==> src/rtl/sub_pkg.sv <==
// Shared definitions for the bit-serial subtractor: FSM state encoding and
// the sizing rule for the bit counter.
package sub_pkg;

  typedef enum logic [1:0] {
    IDLE = 2'd0,
    RUN  = 2'd1,
    DONE = 2'd2
  } state_t;

  // The counter has to reach WIDTH-1, and it is never narrower than one bit.
  function automatic int cnt_width(input int width);
    return (width > 1) ? $clog2(width) : 1;
  endfunction

endpackage

==> src/rtl/full_sub_cell.sv <==
// One-bit full subtractor: the team half subtractor extended with a borrow-in.
module full_sub_cell (
  input  logic x,
  input  logic y,
  input  logic bin,
  output logic d,
  output logic bout
);

  assign d    = x ^ y ^ bin;
  assign bout = (~x & y) | (~(x ^ y) & bin);

endmodule

==> src/rtl/serial_sub_ctrl.sv <==
// Bit-serial subtractor controller. A single full_sub_cell is reused over
// WIDTH clock cycles, LSB first, to form diff = a - b.
module serial_sub_ctrl
  import sub_pkg::*;
#(
  parameter int WIDTH = 8
) (
  input  logic             clk,
  input  logic             rst,
  input  logic             start,
  input  logic [WIDTH-1:0] a,
  input  logic [WIDTH-1:0] b,
  output logic             busy,
  output logic             done,
  output logic [WIDTH-1:0] diff,
  output logic             borrow_out
);

  localparam int             CW   = cnt_width(WIDTH);
  localparam logic [CW-1:0]  LAST = CW'(WIDTH - 1);

  state_t           state, state_nxt;
  logic [WIDTH-1:0] a_sh, b_sh, d_sh, d_sh_nxt;
  logic [CW-1:0]    cnt;
  logic             bw;
  logic             d, bout;
  logic             load, step, finish;

  full_sub_cell u_cell (
    .x    (a_sh[0]),
    .y    (b_sh[0]),
    .bin  (bw),
    .d    (d),
    .bout (bout)
  );

  // New result bit enters at the MSB, so after WIDTH shifts bit i sits at i.
  always_comb begin
    d_sh_nxt            = d_sh >> 1;
    d_sh_nxt[WIDTH-1]   = d;
  end

  // NOTE: every signal driven here gets a default first, so no path through
  // the case statement can leave one unassigned and infer a latch.
  always_comb begin
    state_nxt = state;
    load      = 1'b0;
    step      = 1'b0;
    finish    = 1'b0;
    busy      = 1'b0;
    done      = 1'b0;
    case (state)
      IDLE: begin
        if (start) begin
          load      = 1'b1;
          state_nxt = RUN;
        end
      end
      RUN: begin
        busy = 1'b1;
        step = 1'b1;
        if (cnt == LAST) begin
          finish    = 1'b1;
          state_nxt = DONE;
        end
      end
      DONE: begin
        busy      = 1'b1;
        done      = 1'b1;
        state_nxt = IDLE;
      end
      default: state_nxt = IDLE;
    endcase
  end

  // NOTE: state is updated with non-blocking assignments so every register
  // samples pre-edge values, regardless of block ordering.
  always_ff @(posedge clk or posedge rst) begin
    if (rst) state <= IDLE;
    else     state <= state_nxt;
  end

  always_ff @(posedge clk or posedge rst) begin
    if (rst) begin
      a_sh       <= '0;
      b_sh       <= '0;
      d_sh       <= '0;
      cnt        <= '0;
      bw         <= 1'b0;
      diff       <= '0;
      borrow_out <= 1'b0;
    end else if (load) begin
      a_sh <= a;
      b_sh <= b;
      d_sh <= '0;
      cnt  <= '0;
      bw   <= 1'b0;
    end else if (step) begin
      a_sh <= a_sh >> 1;
      b_sh <= b_sh >> 1;
      d_sh <= d_sh_nxt;
      bw   <= bout;
      cnt  <= finish ? '0 : cnt + 1'b1;
      // The result registers move only on the last bit, so they stay stable
      // throughout the following operation's RUN phase.
      if (finish) begin
        diff       <= d_sh_nxt;
        borrow_out <= bout;
      end
    end
  end

endmodule

==> config.mk <==
export PLATFORM = sky130hd
export DESIGN_NAME = serial_sub_ctrl
export DESIGN_NICKNAME = d
export VERILOG_FILES = /design/src/rtl/sub_pkg.sv /design/src/rtl/full_sub_cell.sv /design/src/rtl/serial_sub_ctrl.sv
export SDC_FILE = /design/constraint.sdc
export NUM_CORES = 1
export LEC_CHECK = 0
export ABC_AREA = 1
export CORE_MARGIN = 2
export CORE_UTILIZATION = 56
export CTS_CLUSTER_SIZE = 28
export DETAILED_ROUTE_END_ITERATION = 8
export PLACE_DENSITY = 0.83
export SYNTH_ARGS = -nofsm -noshare
export SYNTH_HDL_FRONTEND = slang
export SYNTH_SLANG_ARGS = --single-unit
==> constraint.sdc <==
create_clock -name clk -period 3.65 [get_ports clk]
set_input_delay 0.73 -clock clk [delete_from_list [all_inputs] [get_ports clk]]
set_output_delay 0.73 -clock clk [all_outputs]
set_load 0.02 [all_outputs]
Word level (Yosys, flattened, before mapping)
Index checks and enable logic that the tools add are counted.

Register bits after elaboration: 39.

Equal/unequal tests: 5. Multiplexer cells: 21. Reduce and logical (&&, ||, !) cells: 5. Bitwise gates (word level): 8. Add/subtract/negate cells: 1.

Operators with widths (number): two-way mux 8 bit (6); two-way mux 1 bit (9); two-way mux 3 bit (3); two-way mux 2 bit (2); != test 2 bit, second input constant (2); case mux 2 bit (2 select lines) (1); adder 3 x 1 -> 3 bit, second input constant (1); equality test 3 bit, second input constant (1); inverter 1 bit (3); AND reduction 3 bit (1); AND 1 bit (2); equality test 2 x 1 -> 1 bit, second input constant (1); equality test 2 bit, second input constant (1); logical NOT 2 bit (1); AND reduction 2 bit (1); nonzero test 2 bit (1); OR reduction 2 bit (1); bitwise XOR 1 bit (2); OR 1 bit (1).

Logic depth before layout (Yosys ltp)
Gate-level depths: netlist of the first run.

Depth in word-level cells: 6. Mapped depth: 7.

Cells and area by module
Synthesis of the first run repeated with hierarchy kept, for this count alone.

Cell total of the unflattened synthesis: 198. Area total of the unflattened synthesis: 1861.8 µm².

By module, submodules not included: serial_sub_ctrl (times used 1, cells each 194, area each 1830.5 µm²); full_sub_cell (times used 1, cells each 4, area each 31.3 µm²).

Worst setup path before layout of the first run
Ideal clock, no wire load.

Kind: reg-to-output. Start: register state[0]. End: output port busy. Stages on the path, launching flop included: 3. Arrival time: 0.814 ns. Setup slack: 2.106 ns. Data required time: 2.920 ns. Cells stage by stage: dfrtp_1 -> inv_1 -> ha_1.

Longest elaborated chain between the ends: 3. Elaborated cells between the ends (all ways): 4.

RTL lines: from (decl) (line serial_sub_ctrl.sv:22) `state_t state, state_nxt;`; from (signal assigned) (line serial_sub_ctrl.sv:80) `else state <= state_nxt;`; equality test 2 x 1 -> 1 bit / equality test 2 bit (equally long branches) (line serial_sub_ctrl.sv:52) `case (state)`; OR reduction 2 bit (no line) (*); two-way mux 1 bit (*) (line serial_sub_ctrl.sv:52); to (decl) (line serial_sub_ctrl.sv:13) `output logic busy,`.

Every way passes the cells marked *; elsewhere a longest branch is shown, timed or not.

Worst setup path after layout of the first run
Ends and elaborated chain as after synthesis.

==> impl_metrics.py, run 1 <==
metrics = {
    "logic_synthesis": {
        "ys_seq_area_frac": 0.5289,
        "avgSynthCellArea_sq_um": 9.316,
        "synth-warning-count": 0,
        "syn_inst": 193,
        "synth_nets": 220,
        "synth.distinct_cells": 17,
        "syn-cell-area_sq_um": 1798,
        "ys_seq_elements": 38,
    },
    "setup_path": {
        "crit_fanout": 4,
        "path_class": "register to output pin",
        "ff2ff_path_depth": 6,
        "critPathCaptureType": "output pin",
        "reg2reg_slack_ps": 1760,
        "critPathRequiredTime_ps": 2920,
        "cp_data_arrival_time_ps": 1750,
        "cp-start-kind": "register",
    },
    "detailed_routing": {
        "viasPerCell": 5.272,
        "wl_per_cell_um": 13.17,
        "ant_nets": 0,
        "drt_first_pass_iters": 4,
        "drc": 0,
        "wl_um": 3490,
        "drt_iter0_markers": 99,
        "vias": 1397,
    },
    "pwr": {
        "power_density_nw_per_um2": 772.8,
        "p_leak_nw": 1.040,
        "peakVddDrop_v": 0.0003690,
    },
    "status": {
        "outcome": "finished clean",
    },
    "floorplanning": {
        "pin_count": 30,
        "row_count": 20,
        "core_sq_um": 3053,
        "start_util": 0.5889,
        "die_h_um": 60.66,
        "die_x_um": 60.66,
        "die-area_sq_um": 3680,
    },
    "sta": {
        "finalSetupViolCount": 0,
        "finClkSkew_ps": 13.76,
        "worstMarginPinSlew_ps": 667.8,
        "tns_ps": 0,
        "finalMaxSlewViolations": 0,
        "fin_crit_sh": 0.6796,
        "hold_violations": 0,
        "max_freq_mhz": 403.1,
        "rsz0062_at_grt": "no",
        "holdWs_ps": 487.5,
        "worst_slack_ps": 1169,
        "slew_headroom": 0.5543,
        "period_needed_ps": 2481,
    },
    "grt": {
        "grt_pass1_wl_um": 5727,
        "grt_max_degree": 45,
        "grt_pass1_vias": 1324,
        "antenna_found_initial": 0,
        "grt_overflow": 0,
        "track_usage": 0.2157,
    },
    "cts": {
        "cts_max_path_buffers": 2,
        "htree_levels": 2,
        "clkTransAtPathRegs_ps": 110,
        "worst_skew_pair.late_latency_ps": 360,
        "cts_tree": "done",
        "cts-buffers-inserted": 5,
        "hold_buffers": 0,
        "postCtsResizedCells": 0,
        "post-cts-setup-buffer-count": 0,
        "root_buffer": "clkbuf_4",
        "clkSinkCount": 38,
    },
    "run": {
        "maxCapViolations": 0,
    },
    "final_layout": {
        "instances_no_fill": 265,
        "nNetsFinal": 247,
        "insertedDiodeCount": 0,
        "fill_cells": 230,
        "areaGrowthSynthToFinish_pct": 21.50,
        "drive_above_1_share": 0.09955,
    },
    "placed_design": {
        "hpwl_um": 2500,
        "placed_cells": 257,
        "place_ws_ps": 1549,
        "numPortBuffers": 29,
        "finalWeightedCongestion": 0.7563,
    },
    "hold_path": {
        "hold_path_depth": 2,
        "hp-class": "register to register",
    },
}
[cells in the final DEF (no fill, tap or decap)]
cell type / count
nor2_1: 2
nand3_1: 55
o21ai_2: 7
inv_1: 15
clkbuf_8: 1
inv_2: 1
fa_1: 1
dfrtp_1: 38
a21oi_1: 2
o21ai_0: 2
inv_4: 1
nand2_1: 40
bufinv_16: 2
clkdlybuf4s50_1: 29
clkbuf_4: 5
ha_1: 7
buf_4: 2
nand2_4: 3
o21ai_1: 8
[cell type report]
type                            count  area [sq um]  share of cell area
Multi-Input combinational cell    127         695.7              0.3184
Tap cell                           44         55.05             0.02520
Inverter                           17         66.31             0.03036
Clock inverter                      2         60.06             0.02749
Clock buffer                        6         51.30             0.02348
Timing Repair Buffer               31         305.3              0.1397
Sequential cell                    38         950.9              0.4353
[worst max-delay path: stages, from the launching register on]
cell and delay (ps):
dfrtp_1 410, inv_1 100, ha_1 300, clkdlybuf4s50_1 600
[worst paths after layout]
kind,start,endpoint
max reg2reg,state[1],d_sh[1]
min reg2reg,diff[7],diff[7]
min in group asynchronous,rst,a_sh[1]
max,state[0],busy
min,diff[7],diff[7]
max in group asynchronous,rst,diff[0]
[power breakdown]
group | leakage [nW] | internal, mW | switching, mW | total [mW]
Clock | 0.0585 | 0.232 | 0.144 | 0.376
Sequential | 0.499 | 0.565 | 0.0863 | 0.651
Combinational | 0.482 | 0.244 | 0.418 | 0.661
Total | 1.04 | 1.04 | 0.648 | 1.69
[logic make-up after synthesis]
| family | share of synthesized area |
|---|---|
| flops | 0.5289 |
| simple gates | 0.2596 |
| compound gates | 0.06750 |
| fa+ha+maj | 0.05985 |
| buf+inv | 0.08419 |
[Yosys cell counts (all sizes together)]
| cell type | n | share of area |
|---|---|---|
| a21oi | 2 | 0.0056 |
| buf | 11 | 0.047 |
| dfrtp | 38 | 0.53 |
| fa | 1 | 0.011 |
| ha | 7 | 0.049 |
| inv | 17 | 0.037 |
| nand2 | 43 | 0.10 |
| nand3 | 55 | 0.15 |
| nor2 | 2 | 0.0042 |
| o21ai | 17 | 0.062 |
[per-layer routing]
layer  up-vias  part of all wire  GRT usage  wire (um)
met3         7             0.042    0.05757        148
li1        684                 -          -          -
met4         0             0.013    0.07453         44
met2        29              0.53     0.3871       1846
met5         -                 0          0          0
met1       677              0.42     0.2482       1451
[sequential cells by signal, summed over array words and instances, names as in the netlist]
signal / count
diff: 8
b_sh: 8
d_sh: 7
cnt: 3
state: 2
a_sh: 8
borrow_out: 1
bw: 1
[per-stage QoR]
stage | utilization | cell area [sq um] | power (mW)
after floorplan | - | 1798 | 1.171
after global placement | 0.6791 | 2073 | 1.258
after detailed placement | 0.6791 | 2073 | 1.316
after CTS | 0.7156 | 2185 | 1.691
after global routing | 0.7156 | 2185 | 1.800
final | 0.7156 | 2185 | 1.688
Note: power is estimated with default switching activity, not from simulation.
==> inputs of run 2 (changes only) <==
- CORE_UTILIZATION: 56 -> 52
- PLACE_DENSITY: 0.83 -> 0.78
- clock period: 3.65 -> 2.4 ns (I/O delays scaled with it)
==> impl_metrics.py, run 2 (synthesis results as in run 1) <==
metrics = {
    "final_layout": {
        "multi_input_area_sq_um": 695.7,
        "final_util": 0.6378,
        "stdcell_area_sq_um": 2128,
        "drive_above_1_share": 0.09050,
        "mostFrequentLayoutCells": "nand3_1 (55), nand2_1 (40), dfrtp_1 (38)",
        "seqCellArea_sq_um": 950.9,
        "fill_cells": 283,
        "reg_top3": "a_sh (8), b_sh (8), diff (8)",
        "nNetsFinal": 248,
        "insertedDiodeCount": 0,
        "areaGrowthSynthToFinish_pct": 18.37,
        "final_common_cell": "nand3_1",
    },
    "sta": {
        "rsz0062_at_grt": "no",
        "slew_headroom": 0.6956,
        "tns_ps": 0,
        "period_needed_ps": 2209,
        "fin_crit_sh": 0.9206,
        "finalMaxSlewViolations": 0,
        "worstMarginPinSlew_ps": 456.6,
        "hold_violations": 0,
        "max_freq_mhz": 452.6,
        "finClkSkew_ps": 1.924,
        "finalSetupViolCount": 0,
    },
    "cts": {
        "cts_max_path_buffers": 2,
        "hold_buffers": 0,
        "post-cts-setup-buffer-count": 0,
        "root_buffer": "clkbuf_4",
        "htree_levels": 2,
        "cts-buffers-inserted": 5,
        "worst_skew_pair.late_latency_ps": 340,
        "clkSinkCount": 38,
        "cts_tree": "done",
        "clkTransAtPathRegs_ps": 100,
        "postCtsResizedCells": 0,
    },
    "detailed_routing": {
        "drt_iter0_markers": 92,
        "ant_nets": 0,
        "drt_first_pass_iters": 4,
        "wl_um": 3057,
        "drc": 0,
        "viasPerCell": 5.049,
        "wl_per_cell_um": 11.45,
        "vias": 1348,
    },
    "setup_path": {
        "slowest_stage": "clkdlybuf4s50_1",
        "critPathBufInv": 2,
        "critPathTopFamily": "buffers and inverters",
        "crit_fanout": 4,
        "path_class": "register to output pin",
        "ff2ff_path_depth": 7,
        "critPathRequiredTime_ps": 1920,
        "endpoint": "busy",
        "reg2reg_slack_ps": 810,
        "cp_data_arrival_time_ps": 1730,
        "cp-start-kind": "register",
        "cpPeakStageDelay_ps": 590,
        "cp-startpoint": "state[0]",
        "worstReg2RegEnd": "state[1]",
        "crit_chain": "inv_1 -> ha_1 -> clkdlybuf4s50_1",
        "path_depth": 3,
        "r2r_start": "state[1]",
        "critPathCaptureType": "output pin",
    },
    "pwr": {
        "p_leak_nw": 1.012,
        "peakVddDrop_v": 0.0005345,
        "power_density_nw_per_um2": 1070,
    },
    "grt": {
        "track_usage": 0.1769,
        "antenna_found_initial": 0,
        "grt_overflow": 0,
        "grt_pass1_vias": 1205,
        "grt_pass1_wl_um": 5340,
        "grt_max_degree": 45,
    },
    "floorplanning": {
        "die_x_um": 62.80,
        "start_util": 0.5388,
        "die-area_sq_um": 3944,
        "core_sq_um": 3337,
        "pin_count": 30,
        "row_count": 21,
        "die_h_um": 62.80,
    },
    "placed_design": {
        "finalWeightedCongestion": 0.7460,
        "numPortBuffers": 29,
        "placement.cell_area_sq_um": 2083,
        "hpwl_um": 2146,
    },
    "hold_path": {
        "hp-class": "register to register",
        "worstHoldStart": "diff[7]",
    },
    "run": {
        "maxCapViolations": 0,
    },
    "status": {
        "outcome": "finished clean",
    },
}
## run 2: cell types whose count changed in the layout (fill, tap and decap cells not counted)
cell | previous run | this run
clkbuf_1 | 0 | 2
clkbuf_8 | 1 | 0
buf_4 | 2 | 3
bufinv_16 | 2 | 0
## run 2: layout make-up
type / instances / area share
flip-flops and latches: 38 / 0.4468
multi-input cells: 127 / 0.3269
repair buffers: 32 / 0.1470
clock buffers: 7 / 0.02116
well taps: 46 / 0.02704
inverters: 17 / 0.03116
## run 2: worst min-delay path: stages, from the launching register on
cell and delay (ps):
dfrtp_1 360, nand2_1 50, nand2_1 50
## run 2: worst min-delay path by stage
stage | to | slack, ps | cells after the start
floorplan | state[1] | 470 | 2
global placement | diff[7] | 460 | 2
detailed placement | diff[7] | 460 | 2
CTS | diff[7] | 490 | 2
global route | borrow_out | 530 | 2
finish | diff[7] | 480 | 2
## run 2: per-stage QoR
| stage | worst slack [ps] | power, mW | hold WS, ps | std cells |
|---|---|---|---|---|
| 2_1_floorplan | 1059 | 1.781 | 466.9 | 193 |
| 3_3_place_gp | 608.1 | 1.953 | 463.8 | 260 |
| 3_5_place_dp | 552.7 | 2.004 | 461.7 | 260 |
| 4_1_cts | 163.1 | 2.305 | 487.4 | 267 |
| 5_1_grt | 121.7 | 2.482 | 526.2 | 267 |
| 6_report | 190.6 | 2.278 | 477.9 | 267 |
## run 2: report_power, final
part	internal [mW]	switching (mW)
registers	0.859	0.121
logic	0.379	0.617
clock network	0.110	0.192
total	1.35	0.929
## run 2: layer usage
layer,vias up,track usage,part of all wire
li1,694,-,-
met5,-,0,0
met4,0,0.07500,0.019
met3,6,0.05946,0.040
met2,26,0.2903,0.48
met1,622,0.2132,0.46
==> RTL change (settings of run 2) <==
The parameter `WIDTH` goes from 8 to 10.
--- a/src/rtl/serial_sub_ctrl.sv
+++ b/src/rtl/serial_sub_ctrl.sv
@@ -3,7 +3,7 @@
 module serial_sub_ctrl
   import sub_pkg::*;
 #(
-  parameter int WIDTH = 8
+  parameter int WIDTH = 10
 ) (
   input  logic             clk,
   input  logic             rst,
Ports: changed (resized a, b and diff); port bits go from 30 to 36. No check against the original RTL was run, so the function may have changed too.
==> RTL change against run 2 <==
Setup slack improved by 0.025 ns; via count up 16%; wire length grew 20%; synthesized cell count rose by 20%; total power rose by 17%; highest routed layer unchanged; synthesized area increased by 17%; final area is 21% higher; sequential cell count rose by 9.
==> RTL change: results <==
{
  "outcome": "complete, no violations",
  "first_global_vias": 1530,
  "irDropWorstVdd_mv": 0.690,
  "gr-usage-met1": 0.232,
  "grt_pass1_wl_um": 6590,
  "synthTopCellsByArea": "dfrtp_1, nand2_1, nand3_1",
  "fin_nets": 299,
  "cts_buffers": 5,
  "grtUsageMet3": 0.0650,
  "final_util": 0.656,
  "grt_start_max_net_pins": 27,
  "top_regs": "a_sh (10), b_sh (10), diff (10)",
  "pre_cts_ws_ns": 0.531,
  "synth_common_cells": "nand2_1, dfrtp_1, inv_1",
  "switching_power_w": 0.00102,
  "synth_nets": 263,
  "post_dp_cell_area_um2": 2490,
  "hold_class": "reg -> reg",
  "p_leak_nw": 1.24,
  "globalRouteTotalUtil": 0.197,
  "routed_wl_um": 3670,
  "clk_latency_ns": 0.30,
  "via_count": 1557,
  "place_congestion": 0.792,
  "n_fill_cell": 347,
  "cts_setup_buffers": 0,
  "dp_cells": 311,
  "clock_skew_ns": 0.00961,
  "root_buffer": "clkbuf_8",
  "cts_resized": 0,
  "syn_inst": 232,
  "slowest_stage": "clkdlybuf4s50_1",
  "drtIter0Drc": 85,
  "yosysSeqAreaShare": 0.560,
  "tightest_slew_ns": 0.624,
  "crit_arrival_ns": 1.70,
  "synth_cell_types": 19,
  "dp_hpwl_um": 2550,
  "ys_warn_count": 0,
  "routedWlPerCell_um": 11.5,
  "use_met2": 0.339,
  "drive_gt1_frac": 0.100,
  "synth-main-ff-cell": "dfrtp_1",
  "io_buffers": 35
}
==> RTL change: final cells by class <==
cell class              count  area share
repair buffers             38       0.149
multi-input cells         152       0.300
well taps                  50      0.0242
clock buffers               7      0.0334
inverters                  24      0.0348
clock inverters             1     0.00339
flip-flops and latches     47       0.455
==> RTL change: kinds of logic (layout without fill, tap and decap cells) <==
family          count (synthesis)  count (layout)  synth area share
fa+ha+maj                       8               8            0.0512
flops                          47              47             0.560
buf+inv                        33              70            0.0714
simple gates                  118             118             0.229
compound gates                 26              26            0.0887
==> RTL change: power groups by stage <==
stage	Combinational, W	Sequential [W]	Clock [W]
6_report	0.000991	0.00118	0.000494
5_1_grt	0.00115	0.00120	0.000539
4_1_cts	0.00101	0.00118	0.000506
3_5_place_dp	0.00101	0.00119	0
3_3_place_gp	0.000967	0.00118	0
2_1_floorplan	0.000745	0.00117	0
==> RTL change: path summary, 6_finish.rpt <==
path	startpoint	end	slack, ns	cells past startpoint
setup / recovery	state[0]	busy	0.22	3
hold / removal	b_sh[9]	b_sh[9]	0.48	2
setup reg to reg	state[0]	b_sh[8]	0.74	7
hold reg to reg	b_sh[9]	b_sh[9]	0.48	2
max in group asynchronous	rst	b_sh[5]	1.39	3
min in group asynchronous	rst	d_sh[1]	0.50	2
==> RTL change: metal layers <==
layer	vias to the layer above	routed length (um)
met5	-	0
met2	37	1790
li1	803	-
met4	0	45
met3	5	148
met1	712	1680
==> RTL change: worst register-to-register path, stage by stage (launching register included) <==
cell	delay (ns)
dfrtp_1	0.42
inv_1	0.10
ha_1	0.23
nand2_2	0.11
nand2_2	0.06
inv_1	0.46
nand2_1	0.13
nand3_1	0.11
